--- src/rtl/pc_fetch_unit.sv ---
// PC owner and in-order instruction fetch with a small registered FIFO toward decode.
// state | meaning: BOOT = first cycle out of reset, no fetch; RUN = slot free, request asserted; FULL = all slots in use
module pc_fetch_unit #(
    parameter logic [31:0] RESET_PC  = 32'h0000_0000,
    parameter int          BUF_DEPTH = 2
) (
    input  logic        clk,
    input  logic        rst_n,
    input  logic        br_en,
    input  logic [31:0] br_target,
    output logic        imem_req,
    output logic [31:0] imem_addr,
    input  logic        imem_gnt,
    input  logic        imem_rvalid,
    input  logic [31:0] imem_rdata,
    output logic        id_valid,
    output logic [31:0] id_instr,
    output logic [31:0] id_pc,
    input  logic        id_ready
);

    localparam int PW = (BUF_DEPTH > 1) ? $clog2(BUF_DEPTH) : 1;
    localparam int CW = $clog2(BUF_DEPTH + 1);
    localparam logic [PW-1:0] LAST_PTR = PW'(BUF_DEPTH - 1);
    localparam logic [CW:0]   DEPTH_W  = (CW+1)'(BUF_DEPTH);

    typedef enum logic [1:0] {
        BOOT = 2'd0,
        RUN  = 2'd1,
        FULL = 2'd2
    } state_t;

    state_t        state, state_nxt;
    logic [31:0]   pc;
    logic [CW-1:0] out_cnt, out_nxt;
    logic [CW-1:0] disc_cnt, disc_nxt;
    logic [CW-1:0] fifo_cnt, fifo_nxt;
    logic [CW:0]   used_nxt;
    logic [PW-1:0] q_rd, q_wr, f_rd, f_wr;
    logic [31:0]   q_pc    [BUF_DEPTH];
    logic [31:0]   f_instr [BUF_DEPTH];
    logic [31:0]   f_pc    [BUF_DEPTH];
    logic          fire, rsp, redirect, push, pop;

    function automatic logic [PW-1:0] ptr_inc(input logic [PW-1:0] p);
        return (p == LAST_PTR) ? '0 : p + PW'(1);
    endfunction

    always_comb begin
        fire     = imem_req && imem_gnt;
        rsp      = imem_rvalid && (out_cnt != '0);
        redirect = br_en && (state != BOOT);
        push     = rsp && !redirect && (disc_cnt == '0);
        pop      = id_valid && id_ready;
    end

    // Words still to be discarded stay in out_cnt, so they keep holding a slot.
    always_comb begin
        out_nxt = out_cnt;
        if (fire && !rsp) begin
            out_nxt = out_cnt + CW'(1);
        end else if (!fire && rsp) begin
            out_nxt = out_cnt - CW'(1);
        end

        disc_nxt = disc_cnt;
        if (redirect) begin
            disc_nxt = out_nxt;
        end else if (rsp && (disc_cnt != '0)) begin
            disc_nxt = disc_cnt - CW'(1);
        end

        fifo_nxt = fifo_cnt;
        if (redirect) begin
            fifo_nxt = '0;
        end else if (push && !pop) begin
            fifo_nxt = fifo_cnt + CW'(1);
        end else if (pop && !push) begin
            fifo_nxt = fifo_cnt - CW'(1);
        end

        used_nxt = {1'b0, out_nxt} + {1'b0, fifo_nxt};
    end

    always_comb begin
        state_nxt = state;
        case (state)
            BOOT:      state_nxt = RUN;
            RUN, FULL: state_nxt = (used_nxt < DEPTH_W) ? RUN : FULL;
            default:   state_nxt = BOOT;
        endcase
    end

    always_comb begin
        imem_req  = (state == RUN);
        imem_addr = pc;
        id_valid  = (fifo_cnt != '0);
        id_instr  = id_valid ? f_instr[f_rd] : '0;
        id_pc     = id_valid ? f_pc[f_rd] : '0;
    end

    always_ff @(posedge clk or negedge rst_n) begin
        if (!rst_n) begin
            state    <= BOOT;
            pc       <= RESET_PC;
            out_cnt  <= '0;
            disc_cnt <= '0;
            fifo_cnt <= '0;
            q_rd     <= '0;
            q_wr     <= '0;
            f_rd     <= '0;
            f_wr     <= '0;
        end else begin
            state    <= state_nxt;
            out_cnt  <= out_nxt;
            disc_cnt <= disc_nxt;
            fifo_cnt <= fifo_nxt;

            if (redirect) begin
                pc <= br_target & 32'hFFFF_FFFC;
            end else if (fire) begin
                pc <= pc + 32'd4;
            end

            if (fire) begin
                q_wr <= ptr_inc(q_wr);
            end
            if (rsp) begin
                q_rd <= ptr_inc(q_rd);
            end

            if (redirect) begin
                f_rd <= '0;
                f_wr <= '0;
            end else begin
                if (push) begin
                    f_wr <= ptr_inc(f_wr);
                end
                if (pop) begin
                    f_rd <= ptr_inc(f_rd);
                end
            end
        end
    end

    // Payload storage needs no reset: occupancy counters/pointers gate every read.
    always_ff @(posedge clk) begin
        if (fire) begin
            q_pc[q_wr] <= pc;
        end
        if (push) begin
            f_instr[f_wr] <= imem_rdata;
            f_pc[f_wr]    <= q_pc[q_rd];
        end
    end

endmodule

--- config.mk ---
export PLATFORM = sky130hd
export DESIGN_NAME = pc_fetch_unit
export DESIGN_NICKNAME = d
export VERILOG_FILES = /design/src/rtl/pc_fetch_unit.sv
export SDC_FILE = /design/constraint.sdc
export NUM_CORES = 1
export LEC_CHECK = 0
export BUFFER_PORTS_ARGS = -buffer_cell sky130_fd_sc_hd__buf_2
export CORE_ASPECT_RATIO = 0.75
export CORE_UTILIZATION = 56
export DETAILED_ROUTE_END_ITERATION = 6
export PLACE_DENSITY_LB_ADDON = 0.1
export SYNTH_ARGS = -nofsm -noshare
export SYNTH_HDL_FRONTEND = slang
export SYNTH_SLANG_ARGS = --single-unit
--- constraint.sdc ---
create_clock -name clk -period 7.2 [get_ports clk]
set_input_delay 1.44 -clock clk [delete_from_list [all_inputs] [get_ports clk]]
set_output_delay 1.44 -clock clk [all_outputs]
set_load 0.01 [all_outputs]
==> flow_summary.toml, run 1 <==
[layout]
regArea_um2 = 6580
area_delta_synth_final_pct = 18.7
antennaDiodeCount = 0
multi_input_area_um2 = 2500
final_nets = 869
drive_above_1_share_pct = 30.0
nFillCells = 1136

[grt]
gr-total-overflow = 0
antenna_found_initial = 1
grt_pass1_vias = 5569
grtUsageTotal_pct = 23.0
grt_pass1_wl_mm = 29.6
grt_max_degree = 63

[power_and_ir_drop]
leakagePower_nw = 4.20
power_density_nw_per_um2 = 417
ir_drop_v = 0.000216

[yosys]
syn-instance-count = 630
synth-warning-count = 0
synthAdderAreaFrac_pct = 1.38
ys_seq_area_share_pct = 71.0
synthesis.area_um2 = 9270
synth.distinct_cells = 38
synth_mux_area_share_pct = 11.0
synth_seq_cells = 226
syn_avg_cell_area_um2 = 14.7
synth_top_family_by_area = "multiplexers"
synthXorXnorAreaFrac_pct = 1.76
synth_compound_area_share_pct = 3.56
yosys.area_share.simple_pct = 8.99

[die]
core_um2 = 16100
die_area_um2 = 17100
fp.dieW_um = 151
num_rows = 40
io_pins = 168
die_y_um = 113
start_util_pct = 57.5

[clocking]
clock_latency_ns = 0.51
cts_hold_buf = 0
htree_levels = 1
cts_root_buf = "clkbuf_16"
cts-resized-gates = 0
cts_tree = "built"
clk_pin_slew_ns = 0.06
post_cts_buffers = 0
clk_path_buf_depth = 3
cts_buffers = 22
cts.sinks = 226

[sta]
skew_ns = 0.0153
post-route-period-util_pct = 54.3
hold_viol_final = 0
setup-tns-final_ns = 0
holdWs_ns = 0.535
min_period_ns = 3.91
slew_viol_final = 0
rsz0062_at_grt = "no"
finalSetupViolations = 0
worst_pin_slew_ns = 1.05
fmax_mhz = 256
relSlewSlack_pct = 29.7

[run_status]
run_status = "completed"

[worst_setup_path]
worstPathArrival_ns = 2.47
startpoint_type = "register"
critical_path_class = "reg -> out"
crit_required_ns = 5.76
crit_path_end_kind = "primary output"
cp_max_fo = 47

[placed_design]
portBuffers = 161
dp_hpwl_mm = 12.5
gp_congestion = 0.827

[detailed_routing]
dr.pass1.iters = 5
via_count = 5706
drtIter0Drc = 407
wire_per_inst_um = 19.0
wl_mm = 19.3
vias_per_cell = 5.61
antenna_left = 0
drcViolationCount = 0

[job]
maxCapViolations = 0

[worst_hold_path]
min_path_type = "reg -> reg"
synth_stat cells, drive strengths merged:
cell type  count  area, um^2
a211oi         1        7.51
a31oi         20         125
and2           2        12.5
and3           6        37.5
and3b          1        8.76
and4           5        43.8
buf           10        61.3
clkbuf        26        97.6
conb           1        3.75
dfrtp         42        1050
edfxtp       184        5530
fa             1        20.0
ha             7        87.6
inv           14        52.6
maj3           2        20.0
mux2          32         360
mux2i         66         661
nand2         27         101
nand2b         2        12.5
nand3         10        50.1
nand3b         1        7.51
nand4          6        37.5
nor2          87         327
nor2b          3        18.8
nor3           3        15.0
nor3b          1        7.51
o211ai         2        15.0
o21ai         17        85.1
o31ai         13        97.6
or3            6        37.5
or4           15         116
xnor2         12         105
xnor3          1        22.5
xor2           4        35.0
placed cells by master, fill, tap and decap left out, types with 2 or more instances in the layout:
master / instances
a31oi_1: 20
and2_1: 2
and3_1: 5
and4_1: 5
buf_2: 161
buf_4: 9
bufinv_16: 2
clkbuf_1: 2
clkbuf_16: 24
clkinv_1: 4
clkinv_2: 7
conb_1: 4
dfrtp_1: 41
edfxtp_1: 184
ha_1: 6
inv_1: 14
maj3_1: 2
mux2_2: 32
mux2i_1: 66
nand2_1: 27
nand2b_1: 2
nand3_1: 10
nand4_1: 6
nor2_1: 86
nor2b_1: 3
nor3_1: 2
o211ai_1: 2
o21ai_0: 17
o31ai_1: 13
or3_1: 6
or4_1: 14
xnor2_1: 12
xor2_1: 4
kinds of logic (layout without fill, tap and decap cells):
logic type      after synthesis  in the layout
buf+inv                      50            224
compound gates               53             53
mux                          98             98
simple gates                175            175
flops                       226            226
other cells                   1              4
fa+ha+maj                    10             10
xor+xnor                     17             17
where the power goes:
part	internal [mW]	switching [mW]
sequential	1.78	0.254
clock	0.675	0.466
combinational	0.584	0.824
registers in the layout, indices dropped and copies added (netlist names):
register / cells
q_rd: 1
f_instr: 64
f_pc: 60
state: 2
q_pc: 60
out_cnt: 2
f_rd: 1
q_wr: 1
f_wr: 1
fifo_cnt: 2
imem_addr: 30
disc_cnt: 2
through the flow:
step | power (mW) | setup slack (ns) | instances | cell area, um^2 | util (%)
final | 4.58 | 3.29 | 1017 | 11000 | 68.2
after global routing | 4.83 | 3.17 | 1017 | 11000 | 68.2
after CTS | 4.61 | 3.25 | 1017 | 11000 | 68.2
after detailed placement | 3.46 | 3.60 | 977 | 10300 | 63.7
after global placement | 3.39 | 3.82 | 977 | 10300 | 63.7
after floorplan | 2.90 | 0.442 | 633 | 9280 | -
routing by layer:
| metal | track usage [%] | vias to the layer above | part of all wire, % |
|---|---|---|---|
| li1 | - | 2669 | - |
| met1 | 32.6 | 2793 | 45 |
| met2 | 36.5 | 206 | 46 |
| met3 | 4.76 | 38 | 7.0 |
| met4 | 6.67 | 0 | 2.0 |
| met5 | 0 | - | 0 |
worst paths after layout:
kind | startpoint | endpoint | slack [ns] | cells past startpoint
max | f_rd | id_pc[9] | 3.29 | 4
min | out_cnt[0] | out_cnt[0] | 0.54 | 1
max reg2reg | fifo_cnt[1] | state[1] | 4.24 | 8
min reg2reg | out_cnt[0] | out_cnt[0] | 0.54 | 1
max in group asynchronous | rst_n | f_rd | 5.30 | 1
min in group asynchronous | rst_n | imem_addr[26] | 1.13 | 1
cell type report:
cell class	count	share of cell area, %
repair buffers	170	7.94
inverters	14	0.478
flip-flops and latches	226	59.8
multi-input cells	357	22.7
clock buffers	26	5.53
clock inverters	14	1.08
well taps	210	2.39
critical path, cell delays in order (launching register included):
cell and delay [ns]:
dfrtp_4 0.63, buf_4 0.70, mux2i_1 0.35, nor2_1 0.06, buf_2 0.16
No activity file was read; power rests on OpenSTA's default activity.
==> run 2, diff against run 1 <==
--- a/config.mk
+++ b/config.mk
@@ -7,7 +7,7 @@
 export LEC_CHECK = 0
 export BUFFER_PORTS_ARGS = -buffer_cell sky130_fd_sc_hd__buf_2
 export CORE_ASPECT_RATIO = 0.75
-export CORE_UTILIZATION = 56
+export CORE_UTILIZATION = 50
 export DETAILED_ROUTE_END_ITERATION = 6
 export PLACE_DENSITY_LB_ADDON = 0.1
 export SYNTH_ARGS = -nofsm -noshare
==> constraint.sdc (replaced) <==
create_clock -name clk -period 3.15 [get_ports clk]
set_input_delay 0.63 -clock clk [delete_from_list [all_inputs] [get_ports clk]]
set_output_delay 0.63 -clock clk [all_outputs]
set_load 0.01 [all_outputs]
==> flow_summary.toml, run 2 (synthesis results as in run 1) <==
[layout]
multi_input_area_um2 = 2510
layout_commonest_cell = "edfxtp_1"
area_delta_synth_final_pct = 19.8
largest_register = "f_instr"
drive_above_1_share_pct = 30.0
regArea_um2 = 6580
nFillCells = 1434
final_nets = 873
largest_register_ffs = 64
final_cell_mix = "edfxtp_1 (184), buf_2 (161), nor2_1 (86)"
largestRegisters = "f_instr (64), f_pc (60), q_pc (60)"

[placed_design]
dp_hpwl_mm = 12.6
portBuffers = 161
gp_congestion = 0.833

[detailed_routing]
vias_per_cell = 5.36
via_count = 5652
dr.pass1.iters = 5
drtIter0Drc = 326
antenna_left = 0
wire_per_inst_um = 18.2
drcViolationCount = 0
wl_mm = 19.2

[sta]
setup-tns-final_ns = 0
min_period_ns = 2.79
worst_pin_slew_ns = 0.830
rsz0062_at_grt = "no"
holdWs_ns = 0.212
slew_viol_final = 0
post-route-period-util_pct = 88.4
relSlewSlack_pct = 44.7
finalSetupViolations = 0
fmax_mhz = 359
skew_ns = 0.0125
hold_viol_final = 0

[worst_setup_path]
cp_max_fo = 21
crit_required_ns = 2.52
critical_path_class = "reg -> out"
startpoint_type = "register"
crit_chain = "buf_4 -> mux2i_1 -> nor2_1 -> buf_2"
worstPathArrival_ns = 2.16
cp_slowest_cell = "dfrtp_4"
cpPeakStageDelay_ns = 0.71
crit_path_end_kind = "primary output"

[grt]
antenna_found_initial = 0
grt_max_degree = 64
gr-total-overflow = 0
grtUsageTotal_pct = 20.5
grt_pass1_wl_mm = 29.9
grt_pass1_vias = 5569

[clocking]
cts_hold_buf = 0
cts_tree = "built"
post_cts_buffers = 0
cts-resized-gates = 0
clk_path_buf_depth = 3
htree_levels = 1
clock_latency_ns = 0.50
cts.sinks = 226
cts_buffers = 23
clk_pin_slew_ns = 0.06
cts_root_buf = "clkbuf_16"

[die]
io_pins = 168
core_um2 = 17900
num_rows = 42
fp.dieW_um = 159
die_y_um = 120
die_area_um2 = 19100
start_util_pct = 51.9

[power_and_ir_drop]
ir_drop_v = 0.000504
leakagePower_nw = 4.22
power_density_nw_per_um2 = 942

[run_status]
run_status = "completed"

[job]
maxCapViolations = 0

[worst_hold_path]
min_path_type = "in -> async"
==> run 2: cell type report <==
| type | instances | share of cell area (%) |
|---|---|---|
| Antenna cell | 1 | 0.0225 |
| Clock buffer | 35 | 5.77 |
| Clock inverter | 7 | 0.834 |
| Inverter | 14 | 0.473 |
| Multi-Input combinational cell | 357 | 22.6 |
| Sequential cell | 226 | 59.3 |
| Tap cell | 242 | 2.73 |
| Timing Repair Buffer | 173 | 8.29 |
==> run 2: through the flow <==
step | cell area (um^2) | util (%) | instances | power (mW) | setup slack [ns]
after floorplan | 9290 | - | 633 | 6.61 | 0.0679
after global placement | 10400 | 58.0 | 1012 | 7.79 | 0.650
after detailed placement | 10400 | 58.0 | 1012 | 7.92 | 0.537
after CTS | 11100 | 62.1 | 1054 | 10.6 | 0.332
after global routing | 11100 | 62.1 | 1054 | 11.1 | 0.248
final | 11100 | 62.1 | 1055 | 10.5 | 0.364
==> run 2: final timing paths <==
path                                      from  cells after the start              to  slack, ns
worst min-delay path                     rst_n                      1   imem_addr[30]       0.21
worst max-delay path                      f_rd                      4       id_pc[21]       0.36
min in group clk                imem_rdata[19]                      1  f_instr[0][19]       0.31
worst max register to register        state[1]                      6   imem_addr[18]       0.58
max in group asynchronous                rst_n                      2   imem_addr[11]       2.24
worst min register to register            q_wr                      1            q_wr       0.52
==> run 2: where the power goes <==
group	internal [mW]	switching [mW]	leakage [nW]
logic	1.34	1.83	1.70
registers	4.07	0.584	2.16
clock network	1.57	1.06	0.359
==> run 2: critical path, delay by kind of cell (launching register included) <==
family,cells,cell delay (ns)
flops,1,0.71
buf+inv,2,0.59
mux,1,0.26
simple gates,1,0.08
==> run 2: metal layers <==
metal,GRT usage (%),share of wire [%]
met5,0,0
met4,5.65,2.3
met3,3.35,5.3
met2,32.5,46
met1,29.4,47
